### src/rtl/msk_tx_frame_ctrl.sv
`default_nettype none
// ============================================================================
//  Module   : msk_tx_frame_ctrl
//  Purpose  : Frame sequencer for the MSK modulator. Emits PREAMBLE_LEN
//             preamble bytes followed by frame_len payload bytes drawn from
//             an upstream valid/ready byte stream. Each byte gets a one-cycle
//             modulator reset (LOAD), then SAMPLES_PER_BYTE cycles of enable.
//  Ports    : G_CLK_TX   - TX clock (only clock)
//             reset      - synchronous active-high reset
//             start      - frame request, sampled in IDLE only
//             frame_len  - payload byte count, latched with start
//             abort      - kill current frame (highest priority)
//             s_data/s_valid/s_ready - upstream byte stream
//             mod_rst_n/mod_enable/mod_data - modulator controls
//             busy/done/underrun/byte_cnt   - status
//  Revision : 1.0 - initial release
// ============================================================================
module msk_tx_frame_ctrl #(
  parameter int         SAMPLES_PER_BYTE = 256,
  parameter int         PREAMBLE_LEN     = 4,
  parameter logic [7:0] PREAMBLE_BYTE    = 8'h55
) (
  input  logic       G_CLK_TX,
  input  logic       reset,
  input  logic       start,
  input  logic [7:0] frame_len,
  input  logic       abort,
  input  logic [7:0] s_data,
  input  logic       s_valid,
  output logic       s_ready,
  output logic       mod_rst_n,
  output logic       mod_enable,
  output logic [7:0] mod_data,
  output logic       busy,
  output logic       done,
  output logic       underrun,
  output logic [7:0] byte_cnt
);

  localparam int              SW        = $clog2(SAMPLES_PER_BYTE);
  localparam logic [SW-1:0]   SAMP_LAST = SW'(SAMPLES_PER_BYTE - 1);
  localparam logic [3:0]      PRE_INIT  = 4'(PREAMBLE_LEN);

  typedef enum logic [2:0] {
    S_IDLE = 3'd0,
    S_LOAD = 3'd1,
    S_RUN  = 3'd2,
    S_WAIT = 3'd3,
    S_DONE = 3'd4
  } state_t;

  state_t        state, state_nxt;
  logic [SW-1:0] samp_cnt, samp_nxt;
  logic [3:0]    pre_cnt, pre_nxt, pre_after;
  logic [7:0]    len_q, len_nxt;
  logic [7:0]    acc_cnt, acc_nxt;
  logic [7:0]    hold_data, hold_data_nxt;
  logic          hold_full, hold_full_nxt;
  logic [7:0]    byte_cnt_nxt;
  logic [7:0]    mod_data_nxt;
  logic          underrun_nxt;
  logic          s_ready_nxt;
  logic          handshake, hold_avail;
  logic          load_preamble, load_payload;

  // A byte arriving this cycle counts as available, so a late upstream
  // byte still goes straight into LOAD without an extra WAIT cycle.
  assign handshake  = s_valid & s_ready;
  assign hold_avail = hold_full | handshake;

  always_comb begin
    state_nxt     = state;
    samp_nxt      = samp_cnt;
    pre_nxt       = pre_cnt;
    pre_after     = pre_cnt;
    len_nxt       = len_q;
    acc_nxt       = acc_cnt;
    hold_data_nxt = hold_data;
    hold_full_nxt = hold_full;
    byte_cnt_nxt  = byte_cnt;
    mod_data_nxt  = mod_data;
    underrun_nxt  = 1'b0;
    load_preamble = 1'b0;
    load_payload  = 1'b0;

    if (handshake) begin
      acc_nxt       = acc_cnt + 8'd1;
      hold_data_nxt = s_data;
      hold_full_nxt = 1'b1;
    end

    case (state)
      S_IDLE: begin
        if (start && !abort) begin
          len_nxt      = frame_len;
          pre_nxt      = PRE_INIT;
          acc_nxt      = 8'd0;
          byte_cnt_nxt = 8'd0;
          if (PRE_INIT != 4'd0)       load_preamble = 1'b1;
          else if (hold_full)         load_payload  = 1'b1;
          else if (frame_len == 8'd0) state_nxt     = S_DONE; // nothing to send at all
          else                        state_nxt     = S_WAIT; // initial wait: no underrun
        end
      end
      S_LOAD: begin
        state_nxt = S_RUN;
        samp_nxt  = '0;
      end
      S_RUN: begin
        samp_nxt = samp_cnt + 1'b1;
        if (samp_cnt == SAMP_LAST) begin
          // A nonzero preamble counter during RUN means a preamble byte is on air.
          if (pre_cnt != 4'd0) pre_after    = pre_cnt - 4'd1;
          else                 byte_cnt_nxt = byte_cnt + 8'd1;
          pre_nxt = pre_after;
          if (pre_after != 4'd0)           load_preamble = 1'b1;
          else if (byte_cnt_nxt == len_q)  state_nxt     = S_DONE;
          else if (hold_avail)             load_payload  = 1'b1;
          else begin
            state_nxt    = S_WAIT;
            underrun_nxt = 1'b1;
          end
        end
      end
      S_WAIT: begin
        if (hold_avail) load_payload = 1'b1;
      end
      S_DONE: begin
        state_nxt = S_IDLE;
      end
      default: begin
        state_nxt = S_IDLE;
      end
    endcase

    if (load_preamble) begin
      state_nxt    = S_LOAD;
      mod_data_nxt = PREAMBLE_BYTE;
    end
    if (load_payload) begin
      state_nxt     = S_LOAD;
      mod_data_nxt  = hold_full ? hold_data : s_data;
      hold_full_nxt = 1'b0;
    end

    // Abort overrides everything; byte_cnt keeps the pre-abort value.
    if (abort && state != S_IDLE) begin
      state_nxt     = S_IDLE;
      hold_full_nxt = 1'b0;
      underrun_nxt  = 1'b0;
      byte_cnt_nxt  = byte_cnt;
      mod_data_nxt  = mod_data;
    end

    s_ready_nxt = !hold_full_nxt && (state_nxt != S_IDLE) && (acc_nxt < len_nxt);
  end

  // Outputs are registered from next-state values so each one lines up with
  // the state it accompanies.
  always_ff @(posedge G_CLK_TX) begin
    if (reset) begin
      state      <= S_IDLE;
      samp_cnt   <= '0;
      pre_cnt    <= 4'd0;
      len_q      <= 8'd0;
      acc_cnt    <= 8'd0;
      hold_data  <= 8'd0;
      hold_full  <= 1'b0;
      byte_cnt   <= 8'd0;
      mod_data   <= 8'd0;
      mod_rst_n  <= 1'b0;
      mod_enable <= 1'b0;
      busy       <= 1'b0;
      done       <= 1'b0;
      underrun   <= 1'b0;
      s_ready    <= 1'b0;
    end else begin
      state      <= state_nxt;
      samp_cnt   <= samp_nxt;
      pre_cnt    <= pre_nxt;
      len_q      <= len_nxt;
      acc_cnt    <= acc_nxt;
      hold_data  <= hold_data_nxt;
      hold_full  <= hold_full_nxt;
      byte_cnt   <= byte_cnt_nxt;
      mod_data   <= mod_data_nxt;
      mod_rst_n  <= (state_nxt == S_RUN);
      mod_enable <= (state_nxt == S_RUN);
      busy       <= (state_nxt != S_IDLE);
      done       <= (state_nxt == S_DONE);
      underrun   <= underrun_nxt;
      s_ready    <= s_ready_nxt;
    end
  end

endmodule
`default_nettype wire

### config.mk
export PLATFORM = sky130hd
export DESIGN_NAME = msk_tx_frame_ctrl
export DESIGN_NICKNAME = d
export VERILOG_FILES = /design/src/rtl/msk_tx_frame_ctrl.sv
export SDC_FILE = /design/constraint.sdc
export NUM_CORES = 1
export LEC_CHECK = 0
export BUFFER_PORTS_ARGS = -buffer_cell sky130_fd_sc_hd__buf_2
export CAP_MARGIN = 20
export CORE_MARGIN = 4
export CORE_UTILIZATION = 35
export DETAILED_ROUTE_END_ITERATION = 12
export HOLD_SLACK_MARGIN = 0.02
export PLACE_DENSITY_LB_ADDON = 0.12
export RECOVER_POWER = 50
export SLEW_MARGIN = 0
export SYNTH_ARGS = -nofsm -noshare
export SYNTH_HDL_FRONTEND = slang
export SYNTH_SLANG_ARGS = --single-unit
### constraint.sdc
create_clock -name G_CLK_TX -period 3.05 [get_ports G_CLK_TX]
set_clock_uncertainty 0.1 [all_clocks]
set_input_delay 0.7625 -clock G_CLK_TX [delete_from_list [all_inputs] [get_ports G_CLK_TX]]
set_output_delay 0.7625 -clock G_CLK_TX [all_outputs]
set_load 0.005 [all_outputs]
### Yosys cells after proc, flatten, opt, wreduce, memory -nomap -nowiden

Index checks and enable logic that the tools add are counted.

* memories kept: 0
* bits in read-only memories: 0
* output and inout bits: 22
* bits in latches: 0
* flip-flop bits (word level): 61
* RAM bits: 0

* div/mod/pow operators: 0
* mux-type cells: 42
* $lt $le $gt $ge: 1
* add/subtract/negate cells: 4
* equal/unequal tests: 9
* reductions and logical operators: 19
* shift operators: 0
* bitwise logic cells: 5
* multipliers: 0

Operators with widths (number)
* two-way mux 8 bit: 13
* case mux 8 bit (2 select lines): 2
* adder 8 x 1 -> 8 bit, second input constant: 3
* two-way mux 3 bit: 7
* two-way mux 4 bit: 5
* two-way mux 1 bit: 11
* == test 3 x 2 -> 1 bit, second input constant: 3
* case mux 3 bit (3 select lines): 1
* == test 8 bit: 1
* == test 8 bit, second input constant: 1
* < comparator 8 bit: 1
* case mux 4 bit (2 select lines): 1
* nonzero test 4 bit: 2
* nonzero test 2 bit: 3
* nonzero test 3 bit: 2
* OR reduction 6 bit: 1
* logical AND 1 bit: 4
* != test 2 bit, second input constant: 2
* case mux 1 bit (2 select lines): 2
* AND reduction 4 bit: 1
* subtractor 4 x 1 -> 4 bit, second input constant: 1
* == test 3 x 1 -> 1 bit, second input constant: 1
* == test 3 bit, second input constant: 1
* logical NOT 3 bit: 1
* 7 further kinds: 10

### Logic depth before layout (Yosys ltp)

* depth in word-level cells: 15
* depth in mapped cells: 13
* gate-level depth less buffers: 11

### Worst setup path after synthesis

OpenSTA, ideal clock, no wires.

* path type: reg2reg
* from: register state[0]
* to: register s_ready
* period minus slack after synthesis: 3.167 ns
* cell stages (with the launch flop): 13
* setup time: 0.079 ns
* buffers on the path: 3
* slack: -0.117 ns
* arrival: 2.988 ns
* cells stage by stage: dfxtp_1 -> clkbuf_8 -> or3_2 -> nor3b_2 -> buf_2 -> buf_2 -> mux2i_1 -> ha_1 -> a2111o_1 -> a21oi_1 -> o21ai_0 -> a221o_1 -> a211oi_2

* cells in the longest elaborated chain, start to end: 11
* elaborated cells between the ends (all ways): 26

Ends and longest elaborated chain
* from (decl): line 52 `state_t state, state_nxt;`
* from (signal assigned): line 178 `state <= state_nxt;`
* two-way mux 3 bit: line 118 `else if (hold_avail) load_payload = 1'b1;`
* two-way mux 3 bit: line 117 `else if (byte_cnt_nxt == len_q) state_nxt = S_DONE;`
* two-way mux 3 bit: line 116 `if (pre_after != 4'd0) load_preamble = 1'b1;`
* two-way mux 3 bit: line 111 `if (samp_cnt == SAMP_LAST) begin`
* case mux 3 bit (3 select lines): line 92 `case (state)`
* two-way mux 3 bit: line 136 `if (load_preamble) begin`
* two-way mux 3 bit: line 140 `if (load_payload) begin`
* two-way mux 3 bit: line 147 `if (abort && state != S_IDLE) begin`
* nonzero test 3 bit: line 155 `s_ready_nxt = !hold_full_nxt && (state_nxt != S_IDLE) && (acc_nxt < len_nxt);`
* logical AND 1 bit: line 155
* logical AND 1 bit (*): line 155
* to (signal assigned): line 192 `s_ready <= s_ready_nxt;`
* to (decl): line 30 `output logic s_ready,`

Mark *: on every way between the ends. The rest lies on a longest branch, timed or not.
A chain may end at the register's enable or synchronous reset.

### Final worst setup path

* from: register state[2]
* to: register s_ready

Same word-level chain as after synthesis.

==> metrics.cfg <==
[clocking]
cts_root_buf=clkbuf_8
clock_latency_ns=0.34
htreeDepth=3
cts.hold.buffers_added=0
numCtsBuffers=9
cts_tree=built
clock_path_buffers=2
clk_pin_slew_ns=0.07
cts_sinks=61

[power]
clkPwrFrac_pct=47.4
power_density_nw_per_um2=470.0
p_leak_nw=1.605
p_seq_share_pct=43.2
swShare_pct=22.91
combPwrFrac_pct=9.4
power_switching_uw=437.8
p_int_mw=1.473
irDropWorstVdd_v=0.0001791

[finish]
final_nets=476
multi_input_area_um2=2007
areaGrowthSynthToFinish_pct=20.68
insertedDiodeCount=0
final_layout_size_suffix_gt1_share_pct=20.09
seqCellArea_um2=1221
fillerInstances=947
post-route-util_pct=43.80

[setup_path]
cp-start-kind=flop
critPathBufInv=2
critPathMaxFanout=11
critPathKind=reg2reg
end_kind=flop
cpPeakStageDelay_ns=0.42
worstPathRequired_ns=3.21
critPathLaunch=state[2]$_SDFF_PP0_
reg2reg_depth=11
critPathTopFamily=compound AO/OA/AOI/OAI gates
crit_cells=11
r2r-end=s_ready$_SDFF_PP0_
rrSetupSlack_ns=0.20
critical_path.cell_chain=or3_4 > nor3b_4 > buf_6 > buf_12 > mux2i_1 > ha_1 > a2111o_1 > a21oi_1 > o21ai_1 > a221o_1 > a211oi_2
cp-endpoint=s_ready$_SDFF_PP0_
cp_slowest_cell=a2111o_1
cp_data_arrival_time_ns=3.01
reg2reg_from=state[2]$_SDFF_PP0_

[floorplan]
num_io_pins=43
core_um2=9284
die_width_um=106.1
initial_core_util_pct=36.29
row_count=35
die_area_um2=11260
die_y_um=106.1

[grt]
grt_max_degree=37
grt_pass1_wl_um=14180
antenna_found_initial=0
overflow=0
grt_usage_pct=15.65
grt_pass1_vias=2820

[yosys]
synthesis.area_um2=3369
yosysSeqAreaShare_pct=36.24
postSynthAreaPerCell_um2=8.596
syn_nets=424
synth_warnings=0
ys_seq_elements=61
async_flop_share_pct=0
ys.flop_type=dfxtp_1
syn_inst=392
ys_types=68
synth_edf_count=0

[timing]
rsz0062_at_grt=no
finalCritPeriodShare_pct=93.28
setup_slack_ns=0.2048
finalCriticalPeriod_ns=2.845
worst_slew_pin_slew_ns=0.9295
setup_viol=0
timing_hold_violations_final=0
clock.fmax_mhz=351.5
slew_viol_final=0
whs_ns=0.3547
max_slew_margin_pct=38.03

[detailed_routing]
vias_per_cell=5.234
drt_iter0_drc=144
routed_wl_um=8489
wl_per_cell_um=14.71
top_layer_used=met4
wl_met3_um=387
dr.pass1.iters=4
final_antenna_net_count=0
dr_wl_met2_um=3880
route.vias.total=3020
wl_met1_um=4110
drcViolationCount=0

[placed_design]
gp_congestion=0.7875
dp_slack_ns=-0.03840
hpwl_um=6265
port_buffers=42

[status]
status=completed

[run]
maxCapViolCount=0

[worst_hold_path]
hp-class=reg2reg

==> per-layer routing <==
| layer | up-vias | global-route usage, % |
|---|---|---|
| met5 | - | 0 |
| met4 | 0 | 6.013 |
| met3 | 10 | 3.339 |
| met2 | 53 | 23.67 |
| met1 | 1428 | 21.72 |
| li1 | 1529 | - |
==> worst min-delay path by stage <==
stage,start,end,slack [ns],cells after the start
floorplan,hold_data[0]$_SDFFE_PP0P_,hold_data[0]$_SDFFE_PP0P_,0.34,2
global placement,hold_data[7]$_SDFFE_PP0P_,hold_data[7]$_SDFFE_PP0P_,0.34,2
detailed placement,hold_data[5]$_SDFFE_PP0P_,hold_data[5]$_SDFFE_PP0P_,0.35,2
CTS,hold_data[5]$_SDFFE_PP0P_,hold_data[5]$_SDFFE_PP0P_,0.36,2
global route,hold_data[1]$_SDFFE_PP0P_,hold_data[1]$_SDFFE_PP0P_,0.37,2
finish,hold_data[5]$_SDFFE_PP0P_,hold_data[5]$_SDFFE_PP0P_,0.35,2
==> layout by cell type (no fill, tap or decap), types with 4 or more instances in the layout <==
cell type and count:
clkbuf_1 9, a31oi_1 4, ha_1 11, mux2i_1 19, o21ai_0 11, nor3_1 15
a21oi_1 29, or3_1 4, nand4_1 5, nand2_1 30, and3_1 11, clkbuf_8 11
o21a_1 5, o41ai_1 4, buf_4 16, nor2_1 49, nand3_1 14, inv_1 10
xor2_1 10, nor4_1 6, xnor2_1 8, buf_2 35, dfxtp_1 61, a41oi_1 4
==> cells in the mapped netlist, drive strengths merged, types with 5 or more instances <==
cell type  number  area, µm²
dfxtp          61       1221
nor2           49      183.9
nand2          30      112.6
a21oi          29      145.1
mux2i          20      200.2
clkbuf         16      92.59
nor3           16      85.08
nand3          14      70.07
o21ai          13      76.33
and3           12      76.33
ha             11      137.6
inv            10      37.54
xor2           10      87.58
xnor2           8      70.07
nor4            7      58.81
buf             6      33.77
or3             6      40.03
nand4           5      31.28
o21a            5      37.54
==> worst register-to-register path, delay by kind of cell (launching register included) <==
family	cells	cell delay (ns)
simple gates	2	0.61
flops	1	0.31
fa+ha+maj	1	0.22
compound gates	5	1.13
mux	1	0.11
buf+inv	2	0.30
==> flip-flops by register name, indices dropped and copies added (netlist names), 3 cells and up <==
| register | flops |
|---|---|
| state | 3 |
| pre_cnt | 4 |
| len_q | 8 |
| samp_cnt | 8 |
| byte_cnt | 8 |
| mod_data | 8 |
| acc_cnt | 8 |
| hold_data | 8 |
==> cell type report <==
class,instances,share of cell area (%)
Multi-Input combinational cell,299,49.35
Sequential cell,61,30.03
Timing Repair Buffer,63,9.662
Tap cell,129,3.969
Clock buffer,11,3.723
Clock inverter,4,2.338
Inverter,10,0.9231
==> kinds of logic after synthesis <==
| family | Yosys count | synth area share [%] |
|---|---|---|
| AOI/OAI and AO/OA | 84 | 18.01 |
| xor gates and xnor gates | 18 | 4.679 |
| muxes | 21 | 6.275 |
| buffers and inverters | 32 | 4.864 |
| DFF | 61 | 36.24 |
| and+or+nand+nor | 165 | 25.85 |
| adders and majority gates | 11 | 4.085 |
==> power groups by stage <==
stage | Sequential (mW) | Clock, mW | Combinational, mW
floorplan | 0.839 | 0 | 0.115
global placement | 0.842 | 0 | 0.169
detailed placement | 0.842 | 0 | 0.170
CTS | 0.824 | 0.931 | 0.179
global route | 0.826 | 0.966 | 0.200
finish | 0.825 | 0.906 | 0.180
==> metrics by stage <==
step                area (µm²)  power, mW  instances   TNS, ns
global route              4066      1.992        577         0
finish                    4066      1.911        577         0
floorplan                 3378     0.9538        392         0
global placement          3769      1.011        559         0
CTS                       4063      1.933        577         0
detailed placement        3769      1.012        559  -0.03840
==> timing repair <==
item | in CTS | in global routing
endpoints found under the hold margin | 0 | 0
setup endpoints to repair | 1 | 1
pin swaps | 1 | 0
gates resized for setup | 0 | 5
gates cloned | 1 | 0
buffers inserted | 2 | 0
Power figures use the tool's default switching activity.
